**src/rtl/wb_burst_master_pkg.sv**
```systemverilog
`default_nettype none
// ============================================================================
// wb_burst_master_pkg : shared Wishbone B3 tag codes and master FSM states
// Revision: 1.0
// ============================================================================
package wb_burst_master_pkg;

  localparam logic [2:0] CTI_CLASSIC = 3'b000;
  localparam logic [2:0] CTI_INCR    = 3'b010;
  localparam logic [2:0] CTI_END     = 3'b111;
  localparam logic [1:0] BTE_LINEAR  = 2'b00;
  localparam logic [3:0] SEL_WORD    = 4'b1111;

  typedef enum logic [0:0] {
    ST_IDLE = 1'b0,
    ST_BUS  = 1'b1
  } state_t;

endpackage
`default_nettype wire

```
**src/rtl/wb_master_timeout.sv**
```systemverilog
`default_nettype none
// ============================================================================
// wb_master_timeout : stall counter, expires on the TIMEOUT-th enabled cycle
// Revision: 1.0
// ============================================================================
module wb_master_timeout #(
  parameter int TIMEOUT = 255
) (
  input  logic clk,
  input  logic rst_n,
  input  logic load,
  input  logic en,
  output logic expired
);

  generate
    if (TIMEOUT > 0) begin : g_enabled
      localparam int W = (TIMEOUT > 1) ? $clog2(TIMEOUT) : 1;
      localparam logic [W-1:0] LAST = W'(TIMEOUT - 1);

      logic [W-1:0] cnt;

      always_ff @(posedge clk or negedge rst_n) begin
        if (!rst_n) begin
          cnt <= '0;
        end else if (load) begin
          cnt <= '0;
        end else if (en) begin
          cnt <= cnt + 1'b1;
        end
      end

      // Fires during the stalled cycle that completes the budget.
      assign expired = en & (cnt == LAST);
    end else begin : g_disabled
      assign expired = 1'b0;
    end
  endgenerate

endmodule
`default_nettype wire

```
**src/rtl/wb_burst_master.sv**
```systemverilog
`default_nettype none
// ============================================================================
// wb_burst_master : command/stream to Wishbone B3 classic and linear bursts
// Revision: 1.0
// ============================================================================
module wb_burst_master
  import wb_burst_master_pkg::*;
#(
  parameter int          LEN_BITS  = 8,
  parameter int          TIMEOUT   = 255,
  parameter logic [2:0]  BURST_CTI = CTI_INCR,
  parameter logic [1:0]  BURST_BTE = BTE_LINEAR,
  parameter logic [2:0]  END_CTI   = CTI_END
) (
  input  logic                clk,
  input  logic                rst_n,
  input  logic                cmd_valid,
  output logic                cmd_ready,
  input  logic                cmd_we,
  input  logic [29:0]         cmd_addr,
  input  logic [LEN_BITS-1:0] cmd_len,
  input  logic                wr_valid,
  input  logic [31:0]         wr_data,
  output logic                wr_ready,
  output logic                rd_valid,
  output logic [31:0]         rd_data,
  output logic                done,
  output logic                err,
  output logic                wbm_cyc_o,
  output logic                wbm_stb_o,
  output logic [29:0]         wbm_addr_o,
  output logic [2:0]          wbm_cti_o,
  output logic [1:0]          wbm_bte_o,
  output logic [3:0]          wbm_sel_o,
  output logic                wbm_we_o,
  output logic [31:0]         wbm_data_o,
  input  logic [31:0]         wbm_data_i,
  input  logic                wbm_ack_i
);

  state_t              state;
  logic                cyc_r;
  logic                we_r;
  logic                single_r;
  logic [29:0]         addr_r;
  logic [LEN_BITS-1:0] left_r;

  logic stb;
  logic ack_ok;
  logic last_beat;
  logic accept;
  logic expired;

  // Write beats hold stb low while the client stream is empty.
  assign stb       = cyc_r & (~we_r | wr_valid);
  assign ack_ok    = stb & wbm_ack_i;
  assign last_beat = (left_r == LEN_BITS'(1));
  assign accept    = (state == ST_IDLE) & cmd_valid;

  assign cmd_ready  = (state == ST_IDLE);
  assign wr_ready   = we_r & ack_ok;
  assign wbm_cyc_o  = cyc_r;
  assign wbm_stb_o  = stb;
  assign wbm_addr_o = addr_r;
  assign wbm_we_o   = cyc_r & we_r;
  assign wbm_data_o = wr_data;
  assign wbm_sel_o  = SEL_WORD;
  assign wbm_bte_o  = BURST_BTE;
  assign wbm_cti_o  = (!cyc_r || single_r) ? CTI_CLASSIC :
                      (last_beat ? END_CTI : BURST_CTI);

  wb_master_timeout #(
    .TIMEOUT (TIMEOUT)
  ) u_timeout (
    .clk     (clk),
    .rst_n   (rst_n),
    .load    (accept | ack_ok),
    .en      (stb & ~wbm_ack_i),
    .expired (expired)
  );

  always_ff @(posedge clk or negedge rst_n) begin
    if (!rst_n) begin
      state    <= ST_IDLE;
      cyc_r    <= 1'b0;
      we_r     <= 1'b0;
      single_r <= 1'b0;
      addr_r   <= '0;
      left_r   <= '0;
      rd_valid <= 1'b0;
      rd_data  <= '0;
      done     <= 1'b0;
      err      <= 1'b0;
    end else begin
      rd_valid <= 1'b0;
      done     <= 1'b0;
      err      <= 1'b0;
      case (state)
        ST_IDLE: begin
          if (cmd_valid) begin
            we_r     <= cmd_we;
            addr_r   <= cmd_addr;
            left_r   <= cmd_len;
            single_r <= (cmd_len == LEN_BITS'(1));
            if (cmd_len == '0) begin
              done <= 1'b1;
            end else begin
              state <= ST_BUS;
              cyc_r <= 1'b1;
            end
          end
        end
        ST_BUS: begin
          if (ack_ok) begin
            addr_r <= addr_r + 30'd1;
            left_r <= left_r - LEN_BITS'(1);
            if (!we_r) begin
              rd_valid <= 1'b1;
              rd_data  <= wbm_data_i;
            end
            if (last_beat) begin
              state <= ST_IDLE;
              cyc_r <= 1'b0;
              done  <= 1'b1;
            end
          end else if (expired) begin
            state <= ST_IDLE;
            cyc_r <= 1'b0;
            err   <= 1'b1;
          end
        end
        default: begin
          state <= ST_IDLE;
          cyc_r <= 1'b0;
        end
      endcase
    end
  end

endmodule
`default_nettype wire

```
**config.mk**
```make
export PLATFORM = sky130hd
export DESIGN_NAME = wb_burst_master
export DESIGN_NICKNAME = d
export VERILOG_FILES = /design/src/rtl/wb_burst_master_pkg.sv /design/src/rtl/wb_master_timeout.sv /design/src/rtl/wb_burst_master.sv
export SDC_FILE = /design/constraint.sdc
export NUM_CORES = 1
export LEC_CHECK = 0
export ABC_CLOCK_PERIOD_IN_PS = 3200
export CAP_MARGIN = 20
export CORE_UTILIZATION = 40
export CTS_CLUSTER_SIZE = 24
export DETAILED_ROUTE_END_ITERATION = 12
export MAX_ROUTING_LAYER = met4
export PLACE_DENSITY = 0.79
export SYNTH_ARGS = -nofsm -noshare
export SYNTH_HDL_FRONTEND = slang
export SYNTH_SLANG_ARGS = --single-unit
```
**constraint.sdc**
```tcl
create_clock -name clk -period 3.2 [get_ports clk]
set_input_delay 0.96 -clock clk [delete_from_list [all_inputs] [get_ports clk]]
set_output_delay 0.96 -clock clk [all_outputs]
set_load 0.05 [all_outputs]
```
==> metrics.md <==
| Metric | Value |
|---|---|
| Outcome | completed |
| Placed Instances | 700 |
| Post-synthesis mux area share | 9.33% |
| Worst-path fanout max | 2 |
| Total track usage | 21.1% |
| GR peak layer | met2 |
| Largest family of logic cells by synthesized area | simple AND/OR/NAND/NOR gates |
| CTS Hold Bufs | 0 |
| Endpoint class of the critical path | primary output |
| DRC | 0 |
| Mapped Cells | 454 |
| Number of synthesized register bits | 85 |
| Fillers | around 930 |
| Clock latency on the worst-skew pair | 350 ps |
| Core area | 10900 um2 |
| Site Rows | 38 |
| Initial antenna violation count | 0 |
| Die ar. | 11700 um2 |
| Setup WS post-layout | 25.6 ps |
| Die Height | 108 um |
| First-pass GRT wire length | 18600 um |
| Iter 0 DRT Violations | 192 |
| Mapped Area | 4510 um2 |
| Post-Synth XOR/XNOR Area | under 10% |
| Num CTS Buffers | 9 |
| Io pins | 219 |
| Vias in the first global route | 3847 |
| Peak VDD IR | around 0.85 mV |
| Crit path cell chain | or4_4, or4b_4, nor3_4, buf_12 |
| Antenna Nets Post-Route | 0 |
| Share of cells above drive strength 1 | 8.59% |
| CTS tree | built |
| Ys async rst share | 100% |
| Count of pins over their slew limit | 0 |
| Kind of critical path | flip-flop to primary output |
| Final Hold Viols | 0 |
| CTS Sinks | 85 |
| Largest net degree at the start of global routing | 45 |
| Pwr dens | between 1000 and 1500 nW/um2 |
| Worst-Margin Slew | 693 ps |
| Final period utilization | 99.2% |
| Final GP Congestion | roughly 0.85 |
| Routed wire length | approximately 12000 um |
| CTS root buf | clkbuf_8 |
| Final setup fails | 0 |
| Fmax | 315 MHz |
| Critical path data required time | roughly 2200 ps |
| Wire per inst | 16.7 um |
| Place WS | 120 ps |
| Seq/Total Area, Yosys | 47.2% |
| # diodes | 0 |
| Area grow syn2layout | 37.7% |
| Main synth FF type | dfrtp_1 |
| Post-synthesis compound-gate area fraction | 12.5% |
| Initial Utilization | slightly above 40% |
| Final min period | ~3200 ps |
| CTS Buffer Depth | 2 |
| Reg2Reg Depth | 6 |
| Setup total negative slack | 0 ps |
| Adder-Cell Fraction of Synth Area | around 1.4% |
| Critical Path AT | 2210 ps |
| Clock transition at the registers of the reported paths | approximately 90 ps |
| Cell count of the worst hold path | 1 |
| Grt ovf | 0 |
| Nets | 690 |
| Routed vias | 3977 |
| Synth unique cells | 50 |
| Max-Cap Viols | 0 |
| Via density | between 5 and 6 |
| Post-synth EDFFs | 0 |
| Avg Cell Area, Syn | 9.93 um2 |
| Layout Skew | 9.28 ps |
| Synthesis warning total | 0 |
| Slowest CP cell | or4_4 |
| RSZ-0062 raised after global routing | yes |
| Slowest Stage Delay on Critical Path | around 540 ps |
| Met3 Use GR | 3.13% |
| Simple-Gate Fraction of Synth Area | 15.8% |
| Min-delay worst type | flip-flop to flip-flop |
| Non-Filler Instances | 722 |
| Met1 Use GR | about a quarter |
| Most frequent cells in the layout | clkdlybuf4s50_1, dfrtp_1, nand2_1, mux2_1, nor2_1 |
| Die X-Extent | 108 um |
| Routing usage on met2 | between 30% and 40% |
| Power Total | 6660 uW |
| Crit path launch type | flip-flop |
| H-Tree Level Count | 3 |
| First-pass iteration count of the detailed router | 5 |
| Worst slew margin | about 53% |
| Leak Pwr | 0.00257 uW |
| Port bufs | 148 |
| Commonest non-fill, non-tap cell in the layout | clkdlybuf4s50_1 |
| HPWL after detailed placement | 8880 um |
synthesized netlist by cell type, types with 2 or more instances:
cell type  instances  area, um2
dfrtp_1           85       2130
buf_4             39        293
mux2_1            32        360
nand2_1           32        120
nor2_1            31        116
a21oi_1           23        115
nand4_1           23        144
o21ai_1           19       95.1
o22ai_1           18        113
xor2_1            14        123
clkbuf_1          12       45.0
nand3_1           12       60.1
nor3_1            12       60.1
a22oi_1            8       60.1
buf_2              8       40.0
xnor2_1            8       70.1
and3_1             7       43.8
inv_1              6       22.5
mux2i_1            6       60.1
ha_1               5       62.6
and2_1             4       25.0
nor4_1             4       25.0
or3_1              4       25.0
buf_1              3       11.3
nand2b_1           3       18.8
nor2b_1            3       18.8
o2bb2ai_1          3       26.3
a211oi_1           2       15.0
a21o_1             2       15.0
a31oi_1            2       12.5
conb_1             2       7.51
inv_2              2       7.51
o221ai_1           2       17.5
o32ai_1            2       17.5
critical path: cells and delay by family, from the launching register on:
kind | cells | cell delay [ps]
buffers and inverters | 1 | 180
flip-flops | 1 | 390
AND/OR/NAND/NOR | 3 | 1300
report_power, final:
group | internal, uW | switching, uW
Sequential | 1530 | 461
Combinational | 1480 | 2510
Clock | 300 | 377
final cells by class:
class | instances | area [um2] | area share (%)
Inverter | 9 | 33.8 | 0.544
Clock inverter | 6 | 38.8 | 0.625
Multi-Input combinational cell | 302 | 1990 | 32.1
Sequential cell | 85 | 2130 | 34.3
Timing Repair Buffer | 170 | 1710 | 27.5
Tap cell | 140 | 175 | 2.82
Clock buffer | 10 | 138 | 2.22
repair_timing:
action / in CTS / in global routing
endpoints found under the setup margin: 2 / 2
hold endpoints to repair: 0 / 0
pin swaps: 3 / 3
gates resized for setup: 1 / 0
buffers inserted: 5 / 1
registers in the layout, indices dropped and copies added, names as in the netlist:
signal                   flops
rd_valid                     1
state                        1
done                         1
left_r                       8
err                          1
u_timeout.g_enabled.cnt      8
rd_data                     32
wbm_addr_o                  30
wbm_cyc_o                    1
we_r                         1
single_r                     1
path summary, 6_finish.rpt:
kind                            slack [ps]        start                          to
min in group asynchronous              590        rst_n                 rd_data[24]
worst max-delay path                    30    left_r[5]                wbm_cti_o[0]
worst min-delay path                   490  rd_data[14]                 rd_data[14]
max in group asynchronous             1980        rst_n               wbm_addr_o[0]
worst max register to register        1000        state  u_timeout.g_enabled.cnt[7]
worst min register to register         490  rd_data[14]                 rd_data[14]
cell families after synthesis:
group	after synthesis
muxes	38
adders and majority gates	5
DFF	85
xor gates and xnor gates	22
and+or+nand+nor	141
AOI/OAI and AO/OA	90
buffers and inverters	71
other	2
stage by stage:
step	instance area, um2	utilization, %	hold slack [ps]
6_report	6210	57.0	489
5_1_grt	6210	57.0	510
4_1_cts	6200	57.0	495
3_5_place_dp	5980	55.0	476
3_3_place_gp	5980	55.0	466
2_1_floorplan	4530	-	482
per-layer routing:
layer,routed length [um],vias up
li1,-,1833
met1,5050,1934
met2,5900,177
met3,819,33
met4,312,0
met5,0,-
No activity file was read; power rests on OpenSTA's default activity.
